`src/rtl/seg7_pkg.sv`:
```
// Shared constants and helpers for the multi-digit 7-segment driver.
package seg7_pkg;

    // All segments dark (segments are active low)
    localparam logic [6:0] SEG_OFF = 7'h7F;

    // Hex font, bit 6 = segment g ... bit 0 = segment a, active low
    localparam logic [6:0] FONT [0:15] = '{
        7'h40, 7'h79, 7'h24, 7'h30, 7'h19, 7'h12, 7'h02, 7'h78,
        7'h00, 7'h10, 7'h08, 7'h03, 7'h46, 7'h21, 7'h06, 7'h0E
    };

    function automatic logic [6:0] hex_to_seg(input logic [3:0] h);
        return FONT[h];
    endfunction

    // Legal parameter ranges, checked at elaboration by the top level
    function automatic bit params_ok(input int n_digits, input int blink_div, input int scan_div);
        return (n_digits >= 1) && (n_digits <= 8) && (blink_div >= 2) && (scan_div >= 1);
    endfunction

endpackage

```
`src/rtl/seg7_font.sv`:
```
// Combinational hex digit to active-low segment decode.
module seg7_font
    import seg7_pkg::*;
(
    input  logic [3:0] hex,
    output logic [6:0] seg
);

    assign seg = hex_to_seg(hex);

endmodule

```
`src/rtl/seg7_multi_driver.sv`:
```
// N-digit hex display driver: shadow registers, blink/scan timing,
// per-digit blanking and registered static or multiplexed outputs.
module seg7_multi_driver
    import seg7_pkg::*;
#(
    parameter int N_DIGITS  = 6,
    parameter int BLINK_DIV = 25000000,
    parameter int SCAN_DIV  = 50000
) (
    input  logic                    clk,
    input  logic                    reset_n,
    input  logic                    load,
    input  logic [4*N_DIGITS-1:0]   value,
    input  logic [N_DIGITS-1:0]     blank_mask,
    input  logic [N_DIGITS-1:0]     blink_mask,
    input  logic                    lz_suppress,
    input  logic                    scan_mode,
    output logic [7*N_DIGITS-1:0]   leds,
    output logic [6:0]              scan_leds,
    output logic [N_DIGITS-1:0]     scan_sel
);

    if (!params_ok(N_DIGITS, BLINK_DIV, SCAN_DIV)) begin : g_bad_params
        $fatal(1, "seg7_multi_driver: illegal N_DIGITS/BLINK_DIV/SCAN_DIV");
    end

    localparam int BW    = (BLINK_DIV > 2) ? $clog2(BLINK_DIV) : 1;
    localparam int SW    = (SCAN_DIV  > 1) ? $clog2(SCAN_DIV)  : 1;
    localparam int IW    = (N_DIGITS  > 1) ? $clog2(N_DIGITS)  : 1;
    localparam logic [BW-1:0] BLINK_LAST = BW'(BLINK_DIV - 1);
    localparam logic [SW-1:0] SCAN_LAST  = SW'(SCAN_DIV - 1);
    localparam logic [IW-1:0] IDX_LAST   = IW'(N_DIGITS - 1);

    logic [4*N_DIGITS-1:0]      sh_val;
    logic [N_DIGITS-1:0]        sh_blank;
    logic [N_DIGITS-1:0]        sh_blink;
    logic                       sh_lz;

    logic [BW-1:0]              bcnt;
    logic                       bphase;
    logic [SW-1:0]              scnt;
    logic [IW-1:0]              sidx;

    logic [N_DIGITS-1:0][6:0]   raw;
    logic [N_DIGITS-1:0][6:0]   pat;
    logic [N_DIGITS-1:0]        lz_blank;
    logic [N_DIGITS-1:0]        sel_onehot;

    // Shadow registers capture the display request on load
    always_ff @(posedge clk) begin
        if (!reset_n) begin
            sh_val   <= '0;
            sh_blank <= '1;
            sh_blink <= '0;
            sh_lz    <= 1'b0;
        end else if (load) begin
            sh_val   <= value;
            sh_blank <= blank_mask;
            sh_blink <= blink_mask;
            sh_lz    <= lz_suppress;
        end
    end

    // Free-running blink timebase; phase 1 is the dark half
    always_ff @(posedge clk) begin
        if (!reset_n) begin
            bcnt   <= '0;
            bphase <= 1'b0;
        end else if (bcnt == BLINK_LAST) begin
            bcnt   <= '0;
            bphase <= ~bphase;
        end else begin
            bcnt   <= bcnt + 1'b1;
        end
    end

    // Scan dwell counter and digit index; parked at 0 outside scan mode so
    // entering scan mode always begins on digit 0 with a full dwell
    always_ff @(posedge clk) begin
        if (!reset_n || !scan_mode) begin
            scnt <= '0;
            sidx <= '0;
        end else if (scnt == SCAN_LAST) begin
            scnt <= '0;
            sidx <= (sidx == IDX_LAST) ? '0 : sidx + 1'b1;
        end else begin
            scnt <= scnt + 1'b1;
        end
    end

    // Per-digit decode and blanking
    for (genvar i = 0; i < N_DIGITS; i++) begin : g_digit
        seg7_font u_font (
            .hex (sh_val[4*i +: 4]),
            .seg (raw[i])
        );

        // A digit is a leading zero when it and everything left of it is zero;
        // the rightmost digit always shows
        if (i == 0) begin : g_lz0
            assign lz_blank[i] = 1'b0;
        end else begin : g_lzn
            assign lz_blank[i] = sh_lz && (sh_val[4*N_DIGITS-1:4*i] == '0);
        end

        assign pat[i] = (sh_blank[i] || (sh_blink[i] && bphase) || lz_blank[i]) ? SEG_OFF : raw[i];
    end

    // One-hot select for the digit currently being scanned
    always_comb begin
        sel_onehot       = '0;
        sel_onehot[sidx] = 1'b1;
    end

    // Registered outputs: static drives every digit, scan drives one at a time
    always_ff @(posedge clk) begin
        if (!reset_n) begin
            leds      <= '1;
            scan_leds <= SEG_OFF;
            scan_sel  <= '1;
        end else if (scan_mode) begin
            leds      <= '1;
            scan_leds <= pat[sidx];
            scan_sel  <= ~sel_onehot;
        end else begin
            leds      <= pat;
            scan_leds <= SEG_OFF;
            scan_sel  <= '1;
        end
    end

endmodule

```
`config.mk`:
```
export PLATFORM = sky130hd
export DESIGN_NAME = seg7_multi_driver
export DESIGN_NICKNAME = d
export VERILOG_FILES = /design/src/rtl/seg7_pkg.sv /design/src/rtl/seg7_font.sv /design/src/rtl/seg7_multi_driver.sv
export SDC_FILE = /design/constraint.sdc
export NUM_CORES = 1
export LEC_CHECK = 0
export CORE_MARGIN = 2
export CORE_UTILIZATION = 35
export CTS_CLUSTER_SIZE = 40
export DETAILED_ROUTE_END_ITERATION = 12
export PLACE_DENSITY = 0.54
export SKIP_CTS_REPAIR_TIMING = 1
export SYNTH_ARGS = -nofsm -noshare
export SYNTH_HDL_FRONTEND = slang
export SYNTH_SLANG_ARGS = --single-unit
```
`constraint.sdc`:
```
create_clock -name clk -period 4.65 [get_ports clk]
set_input_delay 1.1625 -clock clk [delete_from_list [all_inputs] [get_ports clk]]
set_output_delay 1.1625 -clock clk [all_outputs]
set_load 0.02 [all_outputs]
```
Yosys cells after proc, flatten, opt, wreduce, memory -nomap -nowiden

Memory sizes are Yosys's and may differ from the RTL's.
Cells that the tools add are included.

Flip-flop bits (word level): 137
Bits in latches: 0
Memory bits (writable): 0
Memory bits (read-only): 672
Bits of input ports: 41
Output and inout port bits: 55
Memories kept: 6

Add/subtract/negate cells: 3
Multiply operators: 0
Div/mod/pow operators: 0
Magnitude comparators: 8
Equal/unequal tests: 3
Shift operators: 0
Mux-type cells: 23
Bitwise operators: 9
Reductions and logical operators: 35

Memory list:

| name            | words | bits a word | rd ports | clocked after Yosys merged registers in | wr ports | RTL line       | RTL |
|---|---|---|---|---|---|---|---|
| (no name shown) | 16    | 7           | 1        | 0                                       | 0        | seg7_pkg.sv:14 | `return FONT[h];` |
| (no name shown) | 16    | 7           | 1        | 0                                       | 0        | seg7_pkg.sv:14 |  |
| (no name shown) | 16    | 7           | 1        | 0                                       | 0        | seg7_pkg.sv:14 |  |
| (no name shown) | 16    | 7           | 1        | 0                                       | 0        | seg7_pkg.sv:14 |  |
| (no name shown) | 16    | 7           | 1        | 0                                       | 0        | seg7_pkg.sv:14 |  |
| (no name shown) | 16    | 7           | 1        | 0                                       | 0        | seg7_pkg.sv:14 |  |

Operators with widths:

| kind                                                                         | count |
|---|---|
| 7-bit 2-to-1 mux                                                             | 19 |
| 5-bit >= comparator, second input constant                                   | 6 |
| 4-bit NOT with 5-bit output                                                  | 6 |
| 25-bit by 1-bit adder with 25-bit output, second input constant              | 1 |
| 25-bit == test, second input constant                                        | 1 |
| 7-bit binary-select mux with 3-bit select                                    | 1 |
| 20-bit logical NOT                                                           | 1 |
| 16-bit by 1-bit adder with 16-bit output, second input constant              | 1 |
| 16-bit == test, second input constant                                        | 1 |
| 16-bit logical NOT                                                           | 1 |
| 1-bit logical AND                                                            | 12 |
| 12-bit logical NOT                                                           | 1 |
| 1-bit logical OR                                                             | 12 |
| 8-bit logical NOT                                                            | 1 |
| 6-bit NOT                                                                    | 1 |
| 2-bit OR reduction                                                           | 3 |
| 4-bit logical NOT                                                            | 1 |
| 3-bit by 4-bit less-than comparator with 1-bit output, second input constant | 1 |
| 3-bit by 1-bit adder with 3-bit output, second input constant                | 1 |
| 1-bit demux with 3-bit select                                                | 1 |
| 3-bit == test, second input constant                                         | 1 |
| 3-bit by 1-bit >= comparator with 1-bit output, second input constant        | 1 |
| 3-bit 2-to-1 mux                                                             | 1 |
| 1-bit logical NOT                                                            | 2 |
| other kinds (3)                                                              | 4 |

Logic depth before layout (Yosys ltp)

Depth after elaboration: 7
Gate-level depth with buffers: 9

Modules after synthesis

From an unflattened synthesis, not the netlist that was laid out.

Cells, all modules: 743
Area total of the unflattened synthesis: 6942.9 um2

Modules (own cells, without submodules):

| module                             | times used | cells each | area each (um2) | sequential area each (um2) |
|---|---|---|---|---|
| seg7_multi_driver                  | 1          | 548        | 5295.1          | 2742.6 |
| seg7_font at g_digit[0].u_font ... | 5          | 32         | 275.3           | 0.0 |
| seg7_font at g_digit[1].u_font     | 1          | 35         | 271.5           | 0.0 |

Least setup slack after synthesis

Ideal clock, no wire load.

Path type: input port to flip-flop
From: in load
To: reg sh_blank[0]
Setup time: 0.127 ns
Arrival time: 2.315 ns
Required time: 4.523 ns
Setup slack: 2.208 ns
Cell stages on the path: 4
Buffers on the path: 2
Cell sequence: clkbuf_1 buf_1 mux2i_1 nand2_1

RTL lines:

| what                   | RTL line                | RTL |
|---|---|---|
| start: declaration     | seg7_multi_driver.sv:12 | `input logic load,` |
| end signal: assignment | seg7_multi_driver.sv:58 | `sh_blank <= blank_mask;` |
| end: declaration       | seg7_multi_driver.sv:35 | `logic [N_DIGITS-1:0] sh_blank;` |

Worst setup path in the final report

From: in reset_n
To: reg scan_leds[4]

Longest elaborated chain between the ends: 1

RTL lines:

| what                          | RTL line                 | RTL |
|---|---|---|
| start: declaration            | seg7_multi_driver.sv:11  | `input logic reset_n,` |
| 2-bit AND reduction (no line) | n/a                      |  |
| end signal: assignment        | seg7_multi_driver.sv:123 | `scan_leds <= pat[sidx];` |
| end: declaration              | seg7_multi_driver.sv:19  | `output logic [6:0] scan_leds,` |

No other way between the ends.
A chain may end at the register's enable or synchronous reset.

==> flow_metrics.tcl <==
set metrics [dict create \
    synth_top_area_frac 0.411 \
    area_delta_synth_final_pct 24.6 \
    timing.fmax_ghz 0.329 \
    ys_top_cells_by_area "dfxtp_1, mux2i_1, ha_1, nor2_1, nor2b_1" \
    synth_adder_area_share 0.0618 \
    pre_cts_slack_ns 1.12 \
    critPathMaxFanout 13 \
    synth_edf_count 0 \
    die_x_um 142 \
    initial_core_util 0.357 \
    hold-path-cell-count 1 \
    status "complete, no violations" \
    drt_iter0_markers 274 \
    numCtsBuffers 17 \
    synth_largest_area_cell "dfxtp_1" \
    core_area_mm2 0.0187 \
    setup_tns_ns 0 \
    synth_xor_area_frac 0.0485 \
    slew_headroom 0.252 \
    nets 892 \
    cp_slowest_cell "clkdlybuf4s50_1" \
    r2r_cells 5 \
    cts_buffer_depth 2 \
    critPathCaptureType "flop" \
    fin_ws_ns 1.61 \
    r2r_start "bcnt[2]$_SDFF_PP0_" \
    netlist_instances 740 \
    required_ns 4.95 \
    synth_common_cells "dfxtp_1, nor2_1, nand2_1, mux2i_1, nor2b_1" \
    worstReg2RegEnd "bcnt[3]$_SDFF_PP0_" \
    ys_async_sr_fraction 0 \
    setup_viol_count_final 0 \
    ys_seq_elements 137 \
    grt_use_total 0.170 \
    synth_nets 814 \
    dr_total_vias 5381 \
    crit_family "simple AND/OR/NAND/NOR gates" \
    drv_cap 0 \
    cts_sinks 137 \
    cts-root-buf "clkbuf_16" \
    leakage_nw 3.15 \
    wl_per_cell_um 15.8 \
    min_to "scnt[0]$_SDFF_PP0_" \
    wirelength_um 16900 \
    synth_seq_area_share 0.411 \
    clkSlewWorstSetupHoldPaths_ns 0.06 \
    critical_path_class "input pin to flop" \
    powerDensity_mw_per_mm2 339 \
    worst_pin_slew_ns 1.12 \
    yosys_warnings 0 \
    postSynthAreaPerCell_um2 9.03 \
    hpwl_um 12800 \
    startpoint_type "input pin" \
    first_pass_iters 5 \
    clk_latency_ns 0.43 \
    rows 50 \
    grt_pass1_vias 5065 \
    synth-simple-area-share 0.242 \
    fin_crit_ns 3.04 \
    antenna_found_initial 0 \
    grt_max_degree 38 \
    worstHoldPathType "flop to flop" \
    skew_ns 0.00886 \
    critPathMaxStageDelay_ns 0.82 \
    synth_cell_types 64 \
    rsz0062_at_grt "no" \
    io_pins 96 \
    fin_total_pwr_mw 2.82 \
    remaining_drc_errors 0 \
    grt_overflow_total 0 \
    synthesis.area_mm2 0.00668 \
    routabilityCongestion 0.893 \
    min_from "scnt[0]$_SDFF_PP0_" \
    r2r_setup_slack_ns 1.96 \
    hold_viol_final 0 \
    cp_num_buf_inv 1 \
    slew_viol_final 0 \
    grt_pass1_wl_um 26600 \
    antenna_cells 0 \
    drive_above_1_share 0.0662 \
    fp.dieH_um 142 \
    synth.most_common_cell "dfxtp_1" \
    min_period_over_period 0.654 \
    via_per_inst 5.05 \
    synth-compound-area-share 0.0966 \
    arrival_ns 3.34 \
    synthMuxAreaShare 0.103 \
    cts_tree "yes" \
    ant_nets 0 \
    die-area_mm2 0.0202 \
    synth_ff_type "dfxtp_1" \
    final_util 0.445 \
    peakVddDrop_uv 237 \
    synth_top_family_by_area "simple AND/OR/NAND/NOR gates" \
    worstPathCellList "clkdlybuf4s50_1 > and2_1 > nand2_1 > nor2_1 > a221oi_1 > or4_1" \
    port_buffers 95 \
    h-tree-depth 4 \
]
through the flow:
step,area (µm²),hold slack (ns),std cells
finish,8320,0.439,1065
global route,8320,0.475,1065
global placement,7760,0.424,1033
floorplan,6680,0.413,740
detailed placement,7760,0.432,1033
CTS,8320,0.440,1065
worst reg2reg max path, stage by stage, from the launching register on:
cell and delay (ns):
dfxtp_1 0.41, nand4_1 0.31, or3_1 0.56, nor4_2 0.37, nand2b_1 0.76, nor2_1 0.13
worst max path at each step:
stage | startpoint | endpoint | slack, ns | cells past startpoint
floorplan | load | sh_blank[0]$_SDFFE_PN1P_ | 2.21 | 4
global placement | reset_n | scan_leds[4]$_SDFF_PN1_ | 1.21 | 6
detailed placement | reset_n | leds[23]$_SDFF_PP1_ | 1.12 | 4
CTS | reset_n | leds[23]$_SDFF_PP1_ | 1.56 | 4
global route | reset_n | leds[23]$_SDFF_PP1_ | 1.39 | 4
finish | reset_n | scan_leds[4]$_SDFF_PN1_ | 1.61 | 6
flip-flops by register name, summed over array words and instances (netlist names):
register	flops
leds	42
scan_leds	7
scnt	16
scan_sel	6
sh_blank	6
bphase	1
bcnt	25
sh_blink	6
sh_lz	1
sidx	3
sh_val	24
routing by layer:
layer  vias up  share of wire  track usage
li1       2733              -            -
met3        20          0.041       0.0343
met2       116           0.45        0.262
met1      2512           0.49        0.235
met4         0          0.016       0.0637
met5         -              0            0
report_power, final:
part	leakage (nW)	total, mW	switching [mW]	internal (mW)
Combinational	1.77	0.292	0.151	0.141
Clock	0.270	1.28	0.525	0.752
Sequential	1.12	1.25	0.0458	1.21
Total	3.15	2.82	0.722	2.10
cells in the final DEF, fill, tap and decap left out, drive strengths merged, types with 4 or more instances in the layout:
master and n:
or4 8, a31oi 4, o21ai 26, and3 7
xnor2 19, dfxtp 137, nor3 14, nand2b 10
o311ai 4, or3b 4, nand3 28, clkdlybuf4s50 94
inv 26, nor2 81, and2 5, nor2b 47
mux2 6, nand4 12, ha 33, mux4 4
clkinv 6, a21o 5, a21oi 28, nor4 7
mux2i 53, a22oi 8, nand2 64, or3 10
clkbuf 19, xor2 18
kinds of logic (layout without fill, tap and decap cells):
| family | count (synthesis) | in the layout |
|---|---|---|
| DFF | 137 | 137 |
| muxes | 63 | 63 |
| xor gates and xnor gates | 37 | 37 |
| adders and majority gates | 33 | 33 |
| and+or+nand+nor | 311 | 311 |
| buffers and inverters | 60 | 151 |
| AOI/OAI and AO/OA | 99 | 99 |
cell type report:
cell class	count	area [µm²]
multi-input combinational	543	3690
inverter	23	86.3
timing repair buffer	96	953
clock inverter	13	120
tap	234	293
fill	1806	10400
clock buffer	19	443
sequential	137	2740
No activity file was read; power rests on OpenSTA's default activity.
